===== src/rtl/axi_pkg.sv =====
// Shared AXI4 constants, the ARSIZE encoder and the read-DMA state type.
package axi_pkg;

  localparam logic [1:0] AXI_BURST_FIXED = 2'b00;
  localparam logic [1:0] AXI_BURST_INCR  = 2'b01;
  localparam logic [1:0] AXI_BURST_WRAP  = 2'b10;

  localparam logic [1:0] AXI_RESP_OKAY   = 2'b00;
  localparam logic [1:0] AXI_RESP_EXOKAY = 2'b01;
  localparam logic [1:0] AXI_RESP_SLVERR = 2'b10;
  localparam logic [1:0] AXI_RESP_DECERR = 2'b11;

  localparam int AXI_4KB = 4096;

  typedef enum logic [1:0] {IDLE, ADDR, DATA, DONE} rd_state_e;

  function automatic logic [2:0] size_of_bytes(input int bytes);
    logic [2:0] sz;
    sz = 3'd0;
    for (int i = 0; i < 8; i++) begin
      if (bytes == (1 << i)) sz = 3'(i);
    end
    return sz;
  endfunction

endpackage


===== src/rtl/axi_if.sv =====
// AXI4 bus bundle with master and slave views.
interface axi_if #(
  parameter int P_A_BITWIDTH = 32,
  parameter int P_D_BITWIDTH = 32,
  parameter int P_I_BITWIDTH = 4,
  parameter int P_U_BITWIDTH = 1
) (
  input logic ACLK,
  input logic ARESETn
);

  logic [P_I_BITWIDTH-1:0]   AWID;
  logic [P_A_BITWIDTH-1:0]   AWADDR;
  logic [7:0]                AWLEN;
  logic [2:0]                AWSIZE;
  logic [1:0]                AWBURST;
  logic                      AWLOCK;
  logic [3:0]                AWCACHE;
  logic [2:0]                AWPROT;
  logic [3:0]                AWQOS;
  logic [3:0]                AWREGION;
  logic [P_U_BITWIDTH-1:0]   AWUSER;
  logic                      AWVALID;
  logic                      AWREADY;

  logic [P_D_BITWIDTH-1:0]   WDATA;
  logic [P_D_BITWIDTH/8-1:0] WSTRB;
  logic                      WLAST;
  logic [P_U_BITWIDTH-1:0]   WUSER;
  logic                      WVALID;
  logic                      WREADY;

  logic [P_I_BITWIDTH-1:0]   BID;
  logic [1:0]                BRESP;
  logic [P_U_BITWIDTH-1:0]   BUSER;
  logic                      BVALID;
  logic                      BREADY;

  logic [P_I_BITWIDTH-1:0]   ARID;
  logic [P_A_BITWIDTH-1:0]   ARADDR;
  logic [7:0]                ARLEN;
  logic [2:0]                ARSIZE;
  logic [1:0]                ARBURST;
  logic                      ARLOCK;
  logic [3:0]                ARCACHE;
  logic [2:0]                ARPROT;
  logic [3:0]                ARQOS;
  logic [3:0]                ARREGION;
  logic [P_U_BITWIDTH-1:0]   ARUSER;
  logic                      ARVALID;
  logic                      ARREADY;

  logic [P_I_BITWIDTH-1:0]   RID;
  logic [P_D_BITWIDTH-1:0]   RDATA;
  logic [1:0]                RRESP;
  logic                      RLAST;
  logic [P_U_BITWIDTH-1:0]   RUSER;
  logic                      RVALID;
  logic                      RREADY;

  modport master (
    output AWID, AWADDR, AWLEN, AWSIZE, AWBURST, AWLOCK, AWCACHE, AWPROT,
           AWQOS, AWREGION, AWUSER, AWVALID,
    input  AWREADY,
    output WDATA, WSTRB, WLAST, WUSER, WVALID,
    input  WREADY,
    input  BID, BRESP, BUSER, BVALID,
    output BREADY,
    output ARID, ARADDR, ARLEN, ARSIZE, ARBURST, ARLOCK, ARCACHE, ARPROT,
           ARQOS, ARREGION, ARUSER, ARVALID,
    input  ARREADY,
    input  RID, RDATA, RRESP, RLAST, RUSER, RVALID,
    output RREADY
  );

  modport slave (
    input  AWID, AWADDR, AWLEN, AWSIZE, AWBURST, AWLOCK, AWCACHE, AWPROT,
           AWQOS, AWREGION, AWUSER, AWVALID,
    output AWREADY,
    input  WDATA, WSTRB, WLAST, WUSER, WVALID,
    output WREADY,
    output BID, BRESP, BUSER, BVALID,
    input  BREADY,
    input  ARID, ARADDR, ARLEN, ARSIZE, ARBURST, ARLOCK, ARCACHE, ARPROT,
           ARQOS, ARREGION, ARUSER, ARVALID,
    output ARREADY,
    output RID, RDATA, RRESP, RLAST, RUSER, RVALID,
    input  RREADY
  );

endinterface


===== src/rtl/axi_burst_calc.sv =====
// Next INCR burst length: limited by beats remaining, max burst and the 4 KB page edge.
module axi_burst_calc
  import axi_pkg::*;
#(
  parameter int P_D_BITWIDTH = 32,
  parameter int P_MAX_BURST  = 16,
  parameter int P_L_BITWIDTH = 16
) (
  input  logic [11:0]             addr_lo,
  input  logic [P_L_BITWIDTH-1:0] remaining,
  output logic [8:0]              blen
);

  localparam int SHIFT = $clog2(P_D_BITWIDTH / 8);

  logic [12:0] to_bound;
  logic [31:0] cap_w;
  logic [31:0] rem_w;

  always_comb begin
    to_bound = (13'(AXI_4KB) - {1'b0, addr_lo}) >> SHIFT;
    cap_w    = (32'(to_bound) < 32'(P_MAX_BURST)) ? 32'(to_bound) : 32'(P_MAX_BURST);
    rem_w    = 32'(remaining);
    blen     = 9'((rem_w < cap_w) ? rem_w : cap_w);
  end

endmodule


===== src/rtl/axi_rd_dma.sv =====
// AXI4 read DMA: splits a (start address, beat count) command into INCR bursts
// and forwards returned data as a valid/ready stream with tlast on the final beat.
//
//   state | meaning
//   IDLE  | waiting for a command, cmd_ready high
//   ADDR  | AR request presented, waiting for ARREADY
//   DATA  | one burst in flight, R beats passed straight to the stream
//   DONE  | one-cycle completion pulse
module axi_rd_dma
  import axi_pkg::*;
#(
  parameter int P_A_BITWIDTH = 32,
  parameter int P_D_BITWIDTH = 32,
  parameter int P_I_BITWIDTH = 4,
  parameter int P_ARID       = 0,
  parameter int P_MAX_BURST  = 16,
  parameter int P_L_BITWIDTH = 16
) (
  input  logic                    ACLK,
  input  logic                    ARESET,
  input  logic                    cmd_valid,
  output logic                    cmd_ready,
  input  logic [P_A_BITWIDTH-1:0] cmd_addr,
  input  logic [P_L_BITWIDTH-1:0] cmd_beats,
  output logic                    m_tvalid,
  input  logic                    m_tready,
  output logic [P_D_BITWIDTH-1:0] m_tdata,
  output logic                    m_tlast,
  output logic                    busy,
  output logic                    done,
  output logic                    err,
  axi_if.master                   m_axi
);

  localparam int BPB   = P_D_BITWIDTH / 8;
  localparam int SHIFT = $clog2(BPB);

  rd_state_e state, state_nxt;

  logic [P_A_BITWIDTH-1:0] addr;
  logic [P_L_BITWIDTH-1:0] remaining;
  logic [8:0]              beat_cnt;
  logic [8:0]              blen_q;
  logic [7:0]              ar_len_q;
  logic                    err_q;

  logic [11:0]             calc_addr_lo;
  logic [P_L_BITWIDTH-1:0] calc_rem;
  logic [8:0]              blen;
  logic                    cmd_hs, ar_hs, r_hs, last_beat;
  logic                    arvalid, rready;

  assign cmd_hs    = cmd_valid && cmd_ready;
  assign ar_hs     = (state == ADDR) && m_axi.ARREADY;
  assign r_hs      = (state == DATA) && m_axi.RVALID && m_tready;
  assign last_beat = (beat_cnt == 9'd1);

  // In IDLE the first burst is sized from the incoming command itself
  assign calc_addr_lo = (state == IDLE) ? cmd_addr[11:0] : addr[11:0];
  assign calc_rem     = (state == IDLE) ? cmd_beats : remaining;

  axi_burst_calc #(
    .P_D_BITWIDTH (P_D_BITWIDTH),
    .P_MAX_BURST  (P_MAX_BURST),
    .P_L_BITWIDTH (P_L_BITWIDTH)
  ) u_burst_calc (
    .addr_lo   (calc_addr_lo),
    .remaining (calc_rem),
    .blen      (blen)
  );

  always_ff @(posedge ACLK) begin
    if (ARESET) state <= IDLE;
    else        state <= state_nxt;
  end

  always_comb begin
    state_nxt = state;
    cmd_ready = 1'b0;
    arvalid   = 1'b0;
    rready    = 1'b0;
    m_tvalid  = 1'b0;
    m_tlast   = 1'b0;
    busy      = 1'b1;
    done      = 1'b0;
    unique case (state)
      IDLE: begin
        busy      = 1'b0;
        cmd_ready = !ARESET;
        if (cmd_valid && !ARESET) state_nxt = (cmd_beats == '0) ? DONE : ADDR;
      end
      ADDR: begin
        arvalid = 1'b1;
        if (m_axi.ARREADY) state_nxt = DATA;
      end
      DATA: begin
        rready   = m_tready;
        m_tvalid = m_axi.RVALID;
        m_tlast  = last_beat && (remaining == '0);
        if (r_hs && last_beat) state_nxt = (remaining == '0) ? DONE : ADDR;
      end
      DONE: begin
        done      = 1'b1;
        state_nxt = IDLE;
      end
      default: state_nxt = IDLE;
    endcase
  end

  always_ff @(posedge ACLK) begin
    if (ARESET) begin
      addr      <= '0;
      remaining <= '0;
      beat_cnt  <= '0;
      blen_q    <= '0;
      ar_len_q  <= '0;
      err_q     <= 1'b0;
    end else begin
      if (cmd_hs) begin
        addr      <= cmd_addr;
        remaining <= cmd_beats;
        err_q     <= 1'b0;
      end
      // Burst shape is frozen on ADDR entry so ARADDR/ARLEN cannot move under ARVALID
      if (state_nxt == ADDR && state != ADDR) begin
        blen_q   <= blen;
        ar_len_q <= 8'(blen - 9'd1);
      end
      if (ar_hs) begin
        beat_cnt  <= blen_q;
        addr      <= addr + (P_A_BITWIDTH'(blen_q) << SHIFT);
        remaining <= remaining - P_L_BITWIDTH'(blen_q);
      end
      if (r_hs) begin
        beat_cnt <= beat_cnt - 9'd1;
        if (m_axi.RRESP != AXI_RESP_OKAY || m_axi.RLAST != last_beat) err_q <= 1'b1;
      end
    end
  end

  assign err     = err_q;
  assign m_tdata = m_axi.RDATA;

  assign m_axi.AWID     = '0;
  assign m_axi.AWADDR   = '0;
  assign m_axi.AWLEN    = '0;
  assign m_axi.AWSIZE   = '0;
  assign m_axi.AWBURST  = '0;
  assign m_axi.AWLOCK   = 1'b0;
  assign m_axi.AWCACHE  = '0;
  assign m_axi.AWPROT   = '0;
  assign m_axi.AWQOS    = '0;
  assign m_axi.AWREGION = '0;
  assign m_axi.AWUSER   = '0;
  assign m_axi.AWVALID  = 1'b0;
  assign m_axi.WDATA    = '0;
  assign m_axi.WSTRB    = '0;
  assign m_axi.WLAST    = 1'b0;
  assign m_axi.WUSER    = '0;
  assign m_axi.WVALID   = 1'b0;
  assign m_axi.BREADY   = 1'b1;

  assign m_axi.ARID     = P_I_BITWIDTH'(P_ARID);
  assign m_axi.ARADDR   = addr;
  assign m_axi.ARLEN    = ar_len_q;
  assign m_axi.ARSIZE   = size_of_bytes(BPB);
  assign m_axi.ARBURST  = AXI_BURST_INCR;
  assign m_axi.ARLOCK   = 1'b0;
  assign m_axi.ARCACHE  = 4'b0011;
  assign m_axi.ARPROT   = '0;
  assign m_axi.ARQOS    = '0;
  assign m_axi.ARREGION = '0;
  assign m_axi.ARUSER   = '0;
  assign m_axi.ARVALID  = arvalid;
  assign m_axi.RREADY   = rready;

  logic unused_axi;
  assign unused_axi = ^{m_axi.AWREADY, m_axi.WREADY, m_axi.BID, m_axi.BRESP,
                        m_axi.BUSER, m_axi.BVALID, m_axi.RID, m_axi.RUSER};

  a_cmd_addr_aligned: assert property (@(posedge ACLK) disable iff (ARESET)
    cmd_hs |-> ((cmd_addr & P_A_BITWIDTH'(BPB - 1)) == '0));

endmodule


===== src/flat_wrapper.sv =====
// flat-port wrapper written by rule: the top's interface ports become plain ports
module axi_rd_dma_flat import axi_pkg::*;
#(
  parameter int P_A_BITWIDTH = 32,
  parameter int P_D_BITWIDTH = 32,
  parameter int P_I_BITWIDTH = 4,
  parameter int P_ARID       = 0,
  parameter int P_MAX_BURST  = 16,
  parameter int P_L_BITWIDTH = 16
)
  (ACLK, ARESET, cmd_valid, cmd_ready, cmd_addr, cmd_beats, m_tvalid, m_tready, m_tdata, m_tlast, busy, done, err, ARESETn, m_axi_AWID, m_axi_AWADDR, m_axi_AWLEN, m_axi_AWSIZE, m_axi_AWBURST, m_axi_AWLOCK, m_axi_AWCACHE, m_axi_AWPROT, m_axi_AWQOS, m_axi_AWREGION, m_axi_AWUSER, m_axi_AWVALID, m_axi_AWREADY, m_axi_WDATA, m_axi_WSTRB, m_axi_WLAST, m_axi_WUSER, m_axi_WVALID, m_axi_WREADY, m_axi_BID, m_axi_BRESP, m_axi_BUSER, m_axi_BVALID, m_axi_BREADY, m_axi_ARID, m_axi_ARADDR, m_axi_ARLEN, m_axi_ARSIZE, m_axi_ARBURST, m_axi_ARLOCK, m_axi_ARCACHE, m_axi_ARPROT, m_axi_ARQOS, m_axi_ARREGION, m_axi_ARUSER, m_axi_ARVALID, m_axi_ARREADY, m_axi_RID, m_axi_RDATA, m_axi_RRESP, m_axi_RLAST, m_axi_RUSER, m_axi_RVALID, m_axi_RREADY);
  axi_if #(.P_A_BITWIDTH(P_A_BITWIDTH), .P_D_BITWIDTH(P_D_BITWIDTH), .P_I_BITWIDTH(P_I_BITWIDTH)) m_axi_i (.ACLK(ACLK), .ARESETn(ARESETn));
  input  logic ACLK;
  input  logic ARESET;
  input  logic cmd_valid;
  output logic cmd_ready;
  input  logic [P_A_BITWIDTH-1:0] cmd_addr;
  input  logic [P_L_BITWIDTH-1:0] cmd_beats;
  output logic m_tvalid;
  input  logic m_tready;
  output logic [P_D_BITWIDTH-1:0] m_tdata;
  output logic m_tlast;
  output logic busy;
  output logic done;
  output logic err;
  input wire logic ARESETn;
  output wire logic [$bits(m_axi_i.AWID)-1:0] m_axi_AWID;
  output wire logic [$bits(m_axi_i.AWADDR)-1:0] m_axi_AWADDR;
  output wire logic [$bits(m_axi_i.AWLEN)-1:0] m_axi_AWLEN;
  output wire logic [$bits(m_axi_i.AWSIZE)-1:0] m_axi_AWSIZE;
  output wire logic [$bits(m_axi_i.AWBURST)-1:0] m_axi_AWBURST;
  output wire logic [$bits(m_axi_i.AWLOCK)-1:0] m_axi_AWLOCK;
  output wire logic [$bits(m_axi_i.AWCACHE)-1:0] m_axi_AWCACHE;
  output wire logic [$bits(m_axi_i.AWPROT)-1:0] m_axi_AWPROT;
  output wire logic [$bits(m_axi_i.AWQOS)-1:0] m_axi_AWQOS;
  output wire logic [$bits(m_axi_i.AWREGION)-1:0] m_axi_AWREGION;
  output wire logic [$bits(m_axi_i.AWUSER)-1:0] m_axi_AWUSER;
  output wire logic [$bits(m_axi_i.AWVALID)-1:0] m_axi_AWVALID;
  input wire logic [$bits(m_axi_i.AWREADY)-1:0] m_axi_AWREADY;
  output wire logic [$bits(m_axi_i.WDATA)-1:0] m_axi_WDATA;
  output wire logic [$bits(m_axi_i.WSTRB)-1:0] m_axi_WSTRB;
  output wire logic [$bits(m_axi_i.WLAST)-1:0] m_axi_WLAST;
  output wire logic [$bits(m_axi_i.WUSER)-1:0] m_axi_WUSER;
  output wire logic [$bits(m_axi_i.WVALID)-1:0] m_axi_WVALID;
  input wire logic [$bits(m_axi_i.WREADY)-1:0] m_axi_WREADY;
  input wire logic [$bits(m_axi_i.BID)-1:0] m_axi_BID;
  input wire logic [$bits(m_axi_i.BRESP)-1:0] m_axi_BRESP;
  input wire logic [$bits(m_axi_i.BUSER)-1:0] m_axi_BUSER;
  input wire logic [$bits(m_axi_i.BVALID)-1:0] m_axi_BVALID;
  output wire logic [$bits(m_axi_i.BREADY)-1:0] m_axi_BREADY;
  output wire logic [$bits(m_axi_i.ARID)-1:0] m_axi_ARID;
  output wire logic [$bits(m_axi_i.ARADDR)-1:0] m_axi_ARADDR;
  output wire logic [$bits(m_axi_i.ARLEN)-1:0] m_axi_ARLEN;
  output wire logic [$bits(m_axi_i.ARSIZE)-1:0] m_axi_ARSIZE;
  output wire logic [$bits(m_axi_i.ARBURST)-1:0] m_axi_ARBURST;
  output wire logic [$bits(m_axi_i.ARLOCK)-1:0] m_axi_ARLOCK;
  output wire logic [$bits(m_axi_i.ARCACHE)-1:0] m_axi_ARCACHE;
  output wire logic [$bits(m_axi_i.ARPROT)-1:0] m_axi_ARPROT;
  output wire logic [$bits(m_axi_i.ARQOS)-1:0] m_axi_ARQOS;
  output wire logic [$bits(m_axi_i.ARREGION)-1:0] m_axi_ARREGION;
  output wire logic [$bits(m_axi_i.ARUSER)-1:0] m_axi_ARUSER;
  output wire logic [$bits(m_axi_i.ARVALID)-1:0] m_axi_ARVALID;
  input wire logic [$bits(m_axi_i.ARREADY)-1:0] m_axi_ARREADY;
  input wire logic [$bits(m_axi_i.RID)-1:0] m_axi_RID;
  input wire logic [$bits(m_axi_i.RDATA)-1:0] m_axi_RDATA;
  input wire logic [$bits(m_axi_i.RRESP)-1:0] m_axi_RRESP;
  input wire logic [$bits(m_axi_i.RLAST)-1:0] m_axi_RLAST;
  input wire logic [$bits(m_axi_i.RUSER)-1:0] m_axi_RUSER;
  input wire logic [$bits(m_axi_i.RVALID)-1:0] m_axi_RVALID;
  output wire logic [$bits(m_axi_i.RREADY)-1:0] m_axi_RREADY;
  assign m_axi_AWID = m_axi_i.AWID;
  assign m_axi_AWADDR = m_axi_i.AWADDR;
  assign m_axi_AWLEN = m_axi_i.AWLEN;
  assign m_axi_AWSIZE = m_axi_i.AWSIZE;
  assign m_axi_AWBURST = m_axi_i.AWBURST;
  assign m_axi_AWLOCK = m_axi_i.AWLOCK;
  assign m_axi_AWCACHE = m_axi_i.AWCACHE;
  assign m_axi_AWPROT = m_axi_i.AWPROT;
  assign m_axi_AWQOS = m_axi_i.AWQOS;
  assign m_axi_AWREGION = m_axi_i.AWREGION;
  assign m_axi_AWUSER = m_axi_i.AWUSER;
  assign m_axi_AWVALID = m_axi_i.AWVALID;
  assign m_axi_i.AWREADY = m_axi_AWREADY;
  assign m_axi_WDATA = m_axi_i.WDATA;
  assign m_axi_WSTRB = m_axi_i.WSTRB;
  assign m_axi_WLAST = m_axi_i.WLAST;
  assign m_axi_WUSER = m_axi_i.WUSER;
  assign m_axi_WVALID = m_axi_i.WVALID;
  assign m_axi_i.WREADY = m_axi_WREADY;
  assign m_axi_i.BID = m_axi_BID;
  assign m_axi_i.BRESP = m_axi_BRESP;
  assign m_axi_i.BUSER = m_axi_BUSER;
  assign m_axi_i.BVALID = m_axi_BVALID;
  assign m_axi_BREADY = m_axi_i.BREADY;
  assign m_axi_ARID = m_axi_i.ARID;
  assign m_axi_ARADDR = m_axi_i.ARADDR;
  assign m_axi_ARLEN = m_axi_i.ARLEN;
  assign m_axi_ARSIZE = m_axi_i.ARSIZE;
  assign m_axi_ARBURST = m_axi_i.ARBURST;
  assign m_axi_ARLOCK = m_axi_i.ARLOCK;
  assign m_axi_ARCACHE = m_axi_i.ARCACHE;
  assign m_axi_ARPROT = m_axi_i.ARPROT;
  assign m_axi_ARQOS = m_axi_i.ARQOS;
  assign m_axi_ARREGION = m_axi_i.ARREGION;
  assign m_axi_ARUSER = m_axi_i.ARUSER;
  assign m_axi_ARVALID = m_axi_i.ARVALID;
  assign m_axi_i.ARREADY = m_axi_ARREADY;
  assign m_axi_i.RID = m_axi_RID;
  assign m_axi_i.RDATA = m_axi_RDATA;
  assign m_axi_i.RRESP = m_axi_RRESP;
  assign m_axi_i.RLAST = m_axi_RLAST;
  assign m_axi_i.RUSER = m_axi_RUSER;
  assign m_axi_i.RVALID = m_axi_RVALID;
  assign m_axi_RREADY = m_axi_i.RREADY;
  axi_rd_dma #(.P_A_BITWIDTH(P_A_BITWIDTH), .P_D_BITWIDTH(P_D_BITWIDTH), .P_I_BITWIDTH(P_I_BITWIDTH), .P_ARID(P_ARID), .P_MAX_BURST(P_MAX_BURST), .P_L_BITWIDTH(P_L_BITWIDTH)) u_core (.ACLK(ACLK), .ARESET(ARESET), .cmd_valid(cmd_valid), .cmd_ready(cmd_ready), .cmd_addr(cmd_addr), .cmd_beats(cmd_beats), .m_tvalid(m_tvalid), .m_tready(m_tready), .m_tdata(m_tdata), .m_tlast(m_tlast), .busy(busy), .done(done), .err(err), .m_axi(m_axi_i));
endmodule

===== config.mk =====
export PLATFORM = sky130hd
export DESIGN_NAME = axi_rd_dma_flat
export DESIGN_NICKNAME = d
export VERILOG_FILES = /design/src/rtl/axi_pkg.sv /design/src/rtl/axi_if.sv /design/src/rtl/axi_burst_calc.sv /design/src/rtl/axi_rd_dma.sv /design/src/flat_wrapper.sv
export SDC_FILE = /design/constraint.sdc
export NUM_CORES = 1
export LEC_CHECK = 0
export ABC_AREA = 0
export ABC_CLOCK_PERIOD_IN_PS = 8200
export BUFFER_PORTS_ARGS = -buffer_cell sky130_fd_sc_hd__buf_2
export CORE_MARGIN = 4
export CORE_UTILIZATION = 50
export CTS_BUF_LIST = sky130_fd_sc_hd__clkbuf_16
export CTS_CLUSTER_DIAMETER = 200
export DETAILED_ROUTE_END_ITERATION = 10
export GPL_ROUTABILITY_DRIVEN = 0
export PLACE_DENSITY = 0.85
export SLEW_MARGIN = 20
export SYNTH_ARGS = -nofsm -noshare
export SYNTH_HDL_FRONTEND = slang
export SYNTH_SLANG_ARGS = --single-unit

===== constraint.sdc =====
create_clock -name ACLK -period 8.2 [get_ports ACLK]
set_clock_uncertainty 0.05 [all_clocks]
set_input_delay 1.64 -clock ACLK [delete_from_list [all_inputs] [get_ports ACLK]]
set_output_delay 1.64 -clock ACLK [all_outputs]
set_load 0.005 [all_outputs]

==> metrics.txt <==
total leakage power=3.04 nW; layout cells sized above 1=15.7%; Post-DP Area=between 6000 and 7000 um^2; Setup violations, final=0; global route overflow=0; first-pass GRT wire length=29.0 mm; hold_ws=0.400 ns; post-synthesis cell type count=76; IO buf count=104; syn_area_per_cell=7.60 um^2; Worst slew margin=33.4%; largest net degree at the start of global routing=72; Critical Path Start Type=input port; CTS Root Buffer Type=clkbuf_16; Core Region=13,200 um^2; Die Footprint=15,500 um^2; Worst-Skew Late Latency=0.34 ns; Post-Layout Cell Count=between 1,000 and 1,500; Placed Cells=1,110; Die Span Y=124 um; Mapped Area=6770 um^2; cell-internal power=0.000778 W; vias in the first global route=~5,700; Least-Margin Pin Slew=approximately 1 ns; Post-CTS Setup Bufs=0; sink of the worst hold path=u_core.err; Worst VDD drop=around 0.12 mV; dpl ws=2.76 ns; reg2reg start=u_core.state[0]; Max-Cap Viols=0; clock slew at reported path FFs=~0.060 ns; combinational share of power=33.3%; Vias per Instance=5.69; final hold violation count=0; min-delay worst type=reg -> reg; # DRC=0; Worst EP required=8.40 ns; DR iter-0 viols=about 560; Worst Setup SP=cmd_addr[0]; HPWL Detailed=13.6 mm; R2R setup slack=3.53 ns; area grow syn2layout=2.64%; crit path capture type=flip-flop; number of synthesized flops with an enable pin=0; Storage cell area=~1500 um^2; top cells by area, synth=dfxtp_1 23%, buf_4 19%, ha_1 5.7%; Non-Filler Cell Area, Final=6950 um^2; Syn Inst Count=891; total wire length=18.3 mm; Initial Util=around half; Sw Share=a little under two fifths; Fillers=1,314; area of the multi-input gates=4220 um^2; I/O pins=318; Tcrit/Tclk final=62.6%; fin crit period=5.13 ns; row count=42; most frequent cells in the layout=139 x conb_1, 104 x buf_2, 88 x nand2_1, 77 x dfxtp_1, 57 x a21oi_1; Hold Buf Count CTS=0; NumNets Final=1,083; Reg power frac=36.2%; Clk pwr share=30.5%; Net Sw Power=0.000476 W; PD cells=180 nW/um^2; vias post-DR=6,412; post-synth top area cell=dfxtp_1; FF-to-FF path depth=16; initial antenna violation count=1; part of the Yosys area used for sequential elements=22.8%; Crit Path Category=in -> reg; Total GRT Usage=22.4%; drt wl/cell=16.2 um; Sink Count=77; register bit total from synthesis=77; Slew Limit Fails=0; Sum Neg Setup Slack=0 ns; ys async rst share=0%; CTS tree=done; post-cts gate resize count=0; Die X=124 um; RSZ-0062 raised after global routing=no; crit path DAT=5.34 ns; cts bufs inserted=9; Max Freq=0.195 GHz; ANT nets after route=0; setup ws final=3.07 ns; commonest non-fill, non-tap cell in the layout=conb_1; Pre-antenna DRT Iters=6; CP max FO=13; worst hold path depth=2; Clock Tree Buf Depth=2; yosys warns=0; hold_sp=u_core.err; status=finished clean; top cell type's share of synthesized area=22.8%; reg2reg end=u_core.m_axi.ARLEN[4]; Synth Flop Type=dfxtp_1; CTS HTree Levels=3
-- power groups by stage --
stage	registers, W	clock network, W	logic (W)
after floorplan	0.000446	0	0.000367
after global placement	0.000460	0	0.000399
after detailed placement	0.000461	0	0.000407
after CTS	0.000453	0.000387	0.000410
after global routing	0.000460	0.000404	0.000471
final	0.000454	0.000382	0.000418
-- sequential cells by signal, indices dropped and copies added, names as in the netlist --
name / cells
u_core.beat_cnt: 9
u_core.blen_q: 9
u_core.err: 1
u_core.m_axi.ARLEN: 8
u_core.remaining: 16
u_core.m_axi.ARADDR: 32
u_core.state: 2
-- metal layers --
layer / vias up / global-route usage, % / part of all wire (%) / routed length [um]
met4: 0 / 8.38 / 2.8 / 506
met2: 403 / 35.9 / 47 / 8550
met3: 47 / 5.45 / 11 / 1930
met1: 2930 / 29.3 / 40 / 7280
li1: 3032 / - / - / -
met5: - / 0 / 0 / 0
-- Yosys cell counts (all sizes together), types with 3 or more instances --
| cell | count |
|---|---|
| a21oi | 58 |
| a221oi | 13 |
| xnor2 | 8 |
| nand3b | 3 |
| a21boi | 3 |
| or3 | 7 |
| a21o | 7 |
| and2 | 7 |
| or2 | 5 |
| nor3b | 4 |
| o211ai | 13 |
| o311a | 3 |
| or4 | 6 |
| and3 | 11 |
| nand2 | 88 |
| a211o | 3 |
| inv | 30 |
| buf | 178 |
| nand3 | 32 |
| a211oi | 14 |
| nor2b | 7 |
| o311ai | 11 |
| nor2 | 58 |
| a22oi | 13 |
| clkbuf | 26 |
| nor3 | 34 |
| o31ai | 8 |
| o21a | 11 |
| o21ai | 35 |
| nor4 | 8 |
| ha | 31 |
| a31oi | 17 |
| and4 | 5 |
| mux2i | 11 |
| mux2 | 3 |
| xor2 | 4 |
| nand4 | 11 |
| dfxtp | 77 |
-- how the worst max path moves through the flow --
stage / end / slack [ns] / depth (start not counted)
floorplan: u_core.m_axi.ARLEN[4] / 3.42 / 16
global placement: u_core.m_axi.ARLEN[4] / 2.87 / 17
detailed placement: u_core.m_axi.ARLEN[4] / 2.76 / 17
CTS: u_core.m_axi.ARLEN[4] / 3.08 / 17
global route: u_core.m_axi.ARLEN[6] / 2.83 / 17
finish: u_core.m_axi.ARLEN[4] / 3.07 / 17
-- worst max-delay path, cell delays in order --
cell and delay [ns]:
buf_2 0.12, nor4_4 0.33, a21oi_4 0.13, nor3b_1 0.33, xor2_1 0.18, nand2_1 0.09
ha_1 0.32, a211oi_1 0.20, nand2_1 0.11, o31a_4 0.33, nor2_4 0.33, mux2_2 0.41
ha_1 0.29, nand3_1 0.12, xnor2_1 0.14, mux2i_1 0.11, o31ai_2 0.17
-- final cells by class --
class | instances | share of cell area, %
Multi-Input combinational cell | 716 | 60.7
Sequential cell | 77 | 22.2
Timing Repair Buffer | 110 | 8.14
Clock buffer | 9 | 3.24
Tap cell | 176 | 3.17
Inverter | 31 | 1.71
Clock inverter | 7 | 0.792
Antenna cell | 1 | 0.0360
-- per-stage QoR --
step | utilization [%] | power, W
6_report | 52.5 | 0.00125
5_1_grt | 52.5 | 0.00133
4_1_cts | 52.5 | 0.00125
3_5_place_dp | 50.3 | 0.000868
3_3_place_gp | 50.3 | 0.000859
2_1_floorplan | - | 0.000813
-- logic make-up (layout without fill, tap and decap cells) --
logic type | Yosys count | count (layout) | synth area share, %
compound gates | 227 | 227 | 22.9
xor+xnor | 12 | 12 | 1.66
fa+ha+maj | 33 | 33 | 6.32
buf+inv | 235 | 157 | 22.5
flops | 77 | 77 | 22.8
mux | 14 | 14 | 2.12
other cells | 2 | 140 | 0.111
simple gates | 291 | 291 | 21.6
No activity file was read; power rests on OpenSTA's default activity.
